$ cat src/rtl/udp_pkg.sv
// Shared types and constants for the UDP header parser.
package udp_pkg;

  localparam int UDP_HDR_BYTES = 8;
  localparam int SRC_PORT_OFF  = 0;
  localparam int DST_PORT_OFF  = 2;
  localparam int LENGTH_OFF    = 4;
  localparam int CHECKSUM_OFF  = 6;

  typedef enum logic [1:0] {
    HDR  = 2'd0,
    FWD  = 2'd1,
    DROP = 2'd2
  } parser_state_t;

  typedef struct packed {
    logic [15:0] src_port;
    logic [15:0] dst_port;
    logic [15:0] length;
    logic [15:0] checksum;
  } udp_hdr_t;

endpackage

$ cat src/rtl/udp_header_parser.sv
// Captures the 8-byte UDP header, filters on dst port and passes or drops the payload.
// Optional packet statistics outputs are enabled with `define UDP_PARSER_STATS_EN.
// state | meaning
// HDR   | collecting header bytes 0..7
// FWD   | payload passed through to the forwarder
// DROP  | payload consumed and discarded
module udp_header_parser
  import udp_pkg::*;
#(
  parameter logic [15:0] FILTER_PORT = 16'd5000,
  parameter logic [15:0] MIN_LEN     = 16'd8
) (
  input  logic        clk,
  input  logic        rst,
  input  logic [7:0]  data_in,
  input  logic        data_valid_in,
  output logic        ready_out,
  input  logic        ready_in,
  output logic [7:0]  data_out,
  output logic        data_valid_out,
  output logic        header_done,
  output logic        hdr_error,
  output logic        fwd_enable,
  output logic        drop_enable,
  output logic [15:0] src_port,
  output logic [15:0] dst_port,
  output logic [15:0] udp_length,
  output logic [15:0] udp_checksum
`ifdef UDP_PARSER_STATS_EN
  ,
  output logic [31:0] pkt_fwd_cnt,
  output logic [31:0] pkt_drop_cnt,
  output logic [31:0] pkt_err_cnt
`endif
);

  parser_state_t state;
  logic [2:0]    hdr_cnt;
  logic [55:0]   hdr_shift;
  logic [15:0]   pay_cnt;
  udp_hdr_t      hdr_next;
  logic          accept;
  logic          hdr_last;
  logic          len_bad;
  logic          port_match;
  logic          pay_last;

  always_comb begin
    ready_out      = 1'b1;
    data_out       = '0;
    data_valid_out = 1'b0;
    if (state == FWD) begin
      ready_out      = ready_in;
      data_out       = data_in;
      data_valid_out = data_valid_in;
    end
  end

  // Only 7 bytes need storing; the 8th is taken straight from data_in.
  assign hdr_next   = udp_hdr_t'({hdr_shift, data_in});
  assign accept     = data_valid_in && ready_out;
  assign hdr_last   = (state == HDR) && accept && (hdr_cnt == 3'(UDP_HDR_BYTES - 1));
  assign len_bad    = hdr_next.length < MIN_LEN;
  assign port_match = (FILTER_PORT == 16'd0) || (hdr_next.dst_port == FILTER_PORT);
  assign pay_last   = pay_cnt == (udp_length - 16'd9);

  always_ff @(posedge clk) begin
    if (rst) begin
      state        <= HDR;
      hdr_cnt      <= '0;
      hdr_shift    <= '0;
      pay_cnt      <= '0;
      header_done  <= 1'b0;
      hdr_error    <= 1'b0;
      fwd_enable   <= 1'b0;
      drop_enable  <= 1'b0;
      src_port     <= '0;
      dst_port     <= '0;
      udp_length   <= '0;
      udp_checksum <= '0;
    end else begin
      header_done <= 1'b0;
      hdr_error   <= 1'b0;
      case (state)
        HDR: begin
          if (accept) begin
            hdr_shift <= {hdr_shift[47:0], data_in};
            hdr_cnt   <= hdr_cnt + 3'd1;
          end
          if (hdr_last) begin
            if (len_bad) begin
              hdr_error <= 1'b1;
            end else begin
              header_done  <= 1'b1;
              src_port     <= hdr_next.src_port;
              dst_port     <= hdr_next.dst_port;
              udp_length   <= hdr_next.length;
              udp_checksum <= hdr_next.checksum;
              if (hdr_next.length != 16'(UDP_HDR_BYTES)) begin
                if (port_match) begin
                  state      <= FWD;
                  fwd_enable <= 1'b1;
                end else begin
                  state       <= DROP;
                  drop_enable <= 1'b1;
                end
              end
            end
          end
        end
        FWD, DROP: begin
          if (accept) begin
            if (pay_last) begin
              state       <= HDR;
              pay_cnt     <= '0;
              fwd_enable  <= 1'b0;
              drop_enable <= 1'b0;
            end else begin
              pay_cnt <= pay_cnt + 16'd1;
            end
          end
        end
        default: state <= HDR;
      endcase
    end
  end

`ifdef UDP_PARSER_STATS_EN
  always_ff @(posedge clk) begin
    if (rst) begin
      pkt_fwd_cnt  <= '0;
      pkt_drop_cnt <= '0;
      pkt_err_cnt  <= '0;
    end else if (hdr_last) begin
      if (len_bad) begin
        if (pkt_err_cnt != '1) pkt_err_cnt <= pkt_err_cnt + 32'd1;
      end else if (port_match) begin
        if (pkt_fwd_cnt != '1) pkt_fwd_cnt <= pkt_fwd_cnt + 32'd1;
      end else begin
        if (pkt_drop_cnt != '1) pkt_drop_cnt <= pkt_drop_cnt + 32'd1;
      end
    end
  end
`endif

endmodule

$ cat config.mk
export PLATFORM = sky130hd
export DESIGN_NAME = udp_header_parser
export DESIGN_NICKNAME = d
export VERILOG_FILES = /design/src/rtl/udp_pkg.sv /design/src/rtl/udp_header_parser.sv
export SDC_FILE = /design/constraint.sdc
export NUM_CORES = 1
export LEC_CHECK = 0
export ABC_AREA = 1
export CAP_MARGIN = 20
export CORE_MARGIN = 2
export CORE_UTILIZATION = 54
export CTS_CLUSTER_DIAMETER = 120
export DETAILED_ROUTE_END_ITERATION = 12
export PLACE_DENSITY = 0.79
export RECOVER_POWER = 25
export SYNTH_ARGS = -nofsm -noshare
export SYNTH_HDL_FRONTEND = slang
export SYNTH_SLANG_ARGS = --single-unit
$ cat constraint.sdc
create_clock -name clk -period 2.7 [get_ports clk]
set_clock_uncertainty 0.15 [all_clocks]
set_input_delay 0.405 -clock clk [delete_from_list [all_inputs] [get_ports clk]]
set_output_delay 0.405 -clock clk [all_outputs]
set_load 0.01 [all_outputs]
==> summary.txt <==
STA
  – Hold_ws: 306 ps
  – Final setup violation count: 0
  – RSZ-0062 raised after global routing: no
  – Fin Setup TNS: 0 ps
  – Final hold vios: 0
  – Max-slew violations: 0
  – Fmax: 406 MHz
  – Max transition margin: 0.609
  – Worst-Margin Slew: 583 ps
  – Crit path time final: 2460 ps
  – Fin crit share: 0.911

Clock tree
  – Hold buffers post-CTS: 0
  – Clock Latency Late Sink: 420 ps
  – Post-CTS sizing: 0
  – CTS tree: done
  – TritonCTS Sinks: 145
  – Clock transition at path regs: 60 ps
  – Num CTS Buffers: 17
  – Root Buffer: clkbuf_16
  – Clock buffer depth: 2
  – # H-tree levels: 4
  – Buffers inserted by post-CTS timing repair: 0

Die
  – Core ar.: 11300 sq um
  – I/O pin total: 90
  – Die Width: 111 microns
  – Starting density of the core: 0.550
  – Die Span Y: 111 microns
  – Die area: 12400 sq um
  – Rows: 39

Synthesis
  – Largest family of logic cells by synthesized area: simple AND/OR/NAND/NOR gates
  – Main synth FF type: dfxtp_1
  – Area share of the largest cell type after synthesis: 0.466
  – Synth Area in Adders: 0.0141
  – Synth Area in Simple Gates: 0.209
  – Yosys Warn Count: 0
  – Biggest area consumer among synthesized cells: dfxtp_1
  – Cell Area, Synth: 6230 sq um
  – Post-synthesis mux area share: 0
  – Ranking of synthesized cells by area: dfxtp_1 (47%), a21oi_1 (9.1%), o21ai_0 (8.8%), nand2_1 (6.2%), inv_1 (5.9%)
  – Synth Net Count: 839
  – Post-Synth XOR/XNOR Area: 0.0263
  – Compound-Gate Fraction of Synth Area: 0.191
  – EDFF count, synth: 0
  – Sequential share of the synthesized area: 0.466
  – Ys async rst share: 0
  – Register bit total from synthesis: 145
  – Post-synth cell types: 38
  – Syn Area/Cell: 7.60 sq um
  – Gate Count Post-Synth: 820

Finish
  – Diodes inserted: 0
  – Share of layout cells above drive strength 1: 0.0988
  – Area Growth Syn to Fin: 25.5%
  – Commonest non-fill, non-tap cell in the layout: dfxtp_1
  – Register area: 2900 sq um
  – Layout fillers: 931
  – Commonest cells after routing, fill and taps aside: dfxtp_1 (145), a21oi_1 (113), o21ai_0 (109)
  – Post-layout nets: 917
  – Footprint of the multi-input gates: 2740 sq um

Drt
  – Vias per inst: 5.36
  – Drt pass-1 iters: 5
  – Initial DRC count: 393
  – Total number of vias: 5650
  – Post-route ant nets: 0
  – Routed WL per cell: 14.4 microns
  – WL final: 15.2 mm
  – Drt drc: 0

Global route
  – GR Util All Layers: 0.244
  – Pin count of the biggest net entering global routing: 63
  – GRT overflow: 0
  – Initial antenna violation count: 0
  – Number of global-route vias before repair: 5275
  – First-pass GRT wire length: 24.7 mm

Worst setup path
  – Crit Path Category: register to register
  – CP Launch Type: register
  – Worst endpoint required time: 2860 ps
  – Worst Path Max Fanout: 12
  – CP endpoint kind: register
  – Crit path DAT: 2620 ps

Pwr
  – Leakage power: 3.37 nW
  – VDD IR-drop max: 0.000492 V
  – Sequential share of power: 0.407
  – Net Sw Frac: 0.334
  – Clock power share: 0.350
  – Pint: 4.27 mW
  – Combinational cell fraction of total power: 0.243
  – Cell area power density: 820 nW/um^2
  – P_sw: 2.14 mW

Placement
  – Routability cong.: 0.915
  – IO buf count: 89
  – HPWL after detailed placement: 10.8 mm

Run status
  – Status: finished, final reports clean

Job
  – Max_cap viols: 0

Hold path
  – Worst hold path type: register to register
## layout make-up
cell class                 instances  area share
clock buffer                      19      0.0566
clock inverter                    13      0.0165
inverter                         101      0.0485
multi-input combinational        527       0.351
sequential                       145       0.371
tap                              143      0.0229
timing repair buffer             106       0.133
## worst max-delay path, stage by stage (launching register included)
cell	delay [ps]
dfxtp_1	350
inv_2	100
ha_1	270
nand2_4	100
nand2_4	100
nand2_2	60
nor2_2	150
nand3_1	90
nand2_1	90
nand3_1	90
nor2_2	180
nand4_1	160
nand2_2	260
inv_1	90
nand2_1	80
nor2_1	30
## sequential cells by signal (all words and copies together), names as in the netlist
| name | count |
|---|---|
| hdr_shift | 56 |
| dst_port | 16 |
| pay_cnt | 16 |
| src_port | 16 |
| udp_checksum | 16 |
| udp_length | 16 |
| hdr_cnt | 3 |
| state | 2 |
| drop_enable | 1 |
| fwd_enable | 1 |
| hdr_error | 1 |
| header_done | 1 |
## cells in the mapped netlist, types with 7 or more instances
cell      count
inv_1        98
nor2_2       11
nand2_2       7
ha_1          7
xor2_1       13
dfxtp_1     145
nor2_1       70
clkbuf_1     36
buf_2         7
nand3_1      43
nand4_1      13
o21ai_0     109
nand2_1     103
a21oi_1     113
## path summary, 6_finish.rpt
path / from / to / slack (ps) / depth (start not counted)
worst max-delay path: udp_length[0] / pay_cnt[15] / 240 / 15
worst min-delay path: hdr_shift[52] / src_port[12] / 310 / 2
worst max register to register: udp_length[0] / pay_cnt[15] / 240 / 15
worst min register to register: hdr_shift[52] / src_port[12] / 310 / 2
## power groups by stage
stage                     clock network [mW]  registers (mW)  logic, mW
after floorplan                            0            2.59       1.11
after global placement                     0            2.64       1.47
after detailed placement                   0            2.65       1.53
after CTS                               2.27            2.61       1.55
after global routing                    2.36            2.64       1.75
final                                   2.24            2.61       1.56
## per-layer routing
metal,global-route usage,share of wire,vias to the layer above
met3,0.0533,0.044,26
met1,0.310,0.45,2644
li1,-,-,2843
met4,0.0823,0.020,0
met5,0,0,-
met2,0.415,0.49,137
## cells by family after synthesis
logic type,count (synthesis)
simple gates,273
compound gates,230
buf+inv,148
flops,145
xor+xnor,17
fa+ha+maj,7
## stage by stage
step / util / cells / worst slack [ps] / cell area [sq um] / power, mW
after floorplan: - / 820 / 606 / 6230 / 3.70
after global placement: 0.640 / 1022 / 181 / 7250 / 4.11
after detailed placement: 0.640 / 1022 / 107 / 7250 / 4.18
after CTS: 0.691 / 1054 / 218 / 7820 / 6.43
after global routing: 0.691 / 1054 / 5.93 / 7820 / 6.75
final: 0.691 / 1054 / 239 / 7820 / 6.41
Note: power is estimated with default switching activity, not from simulation.
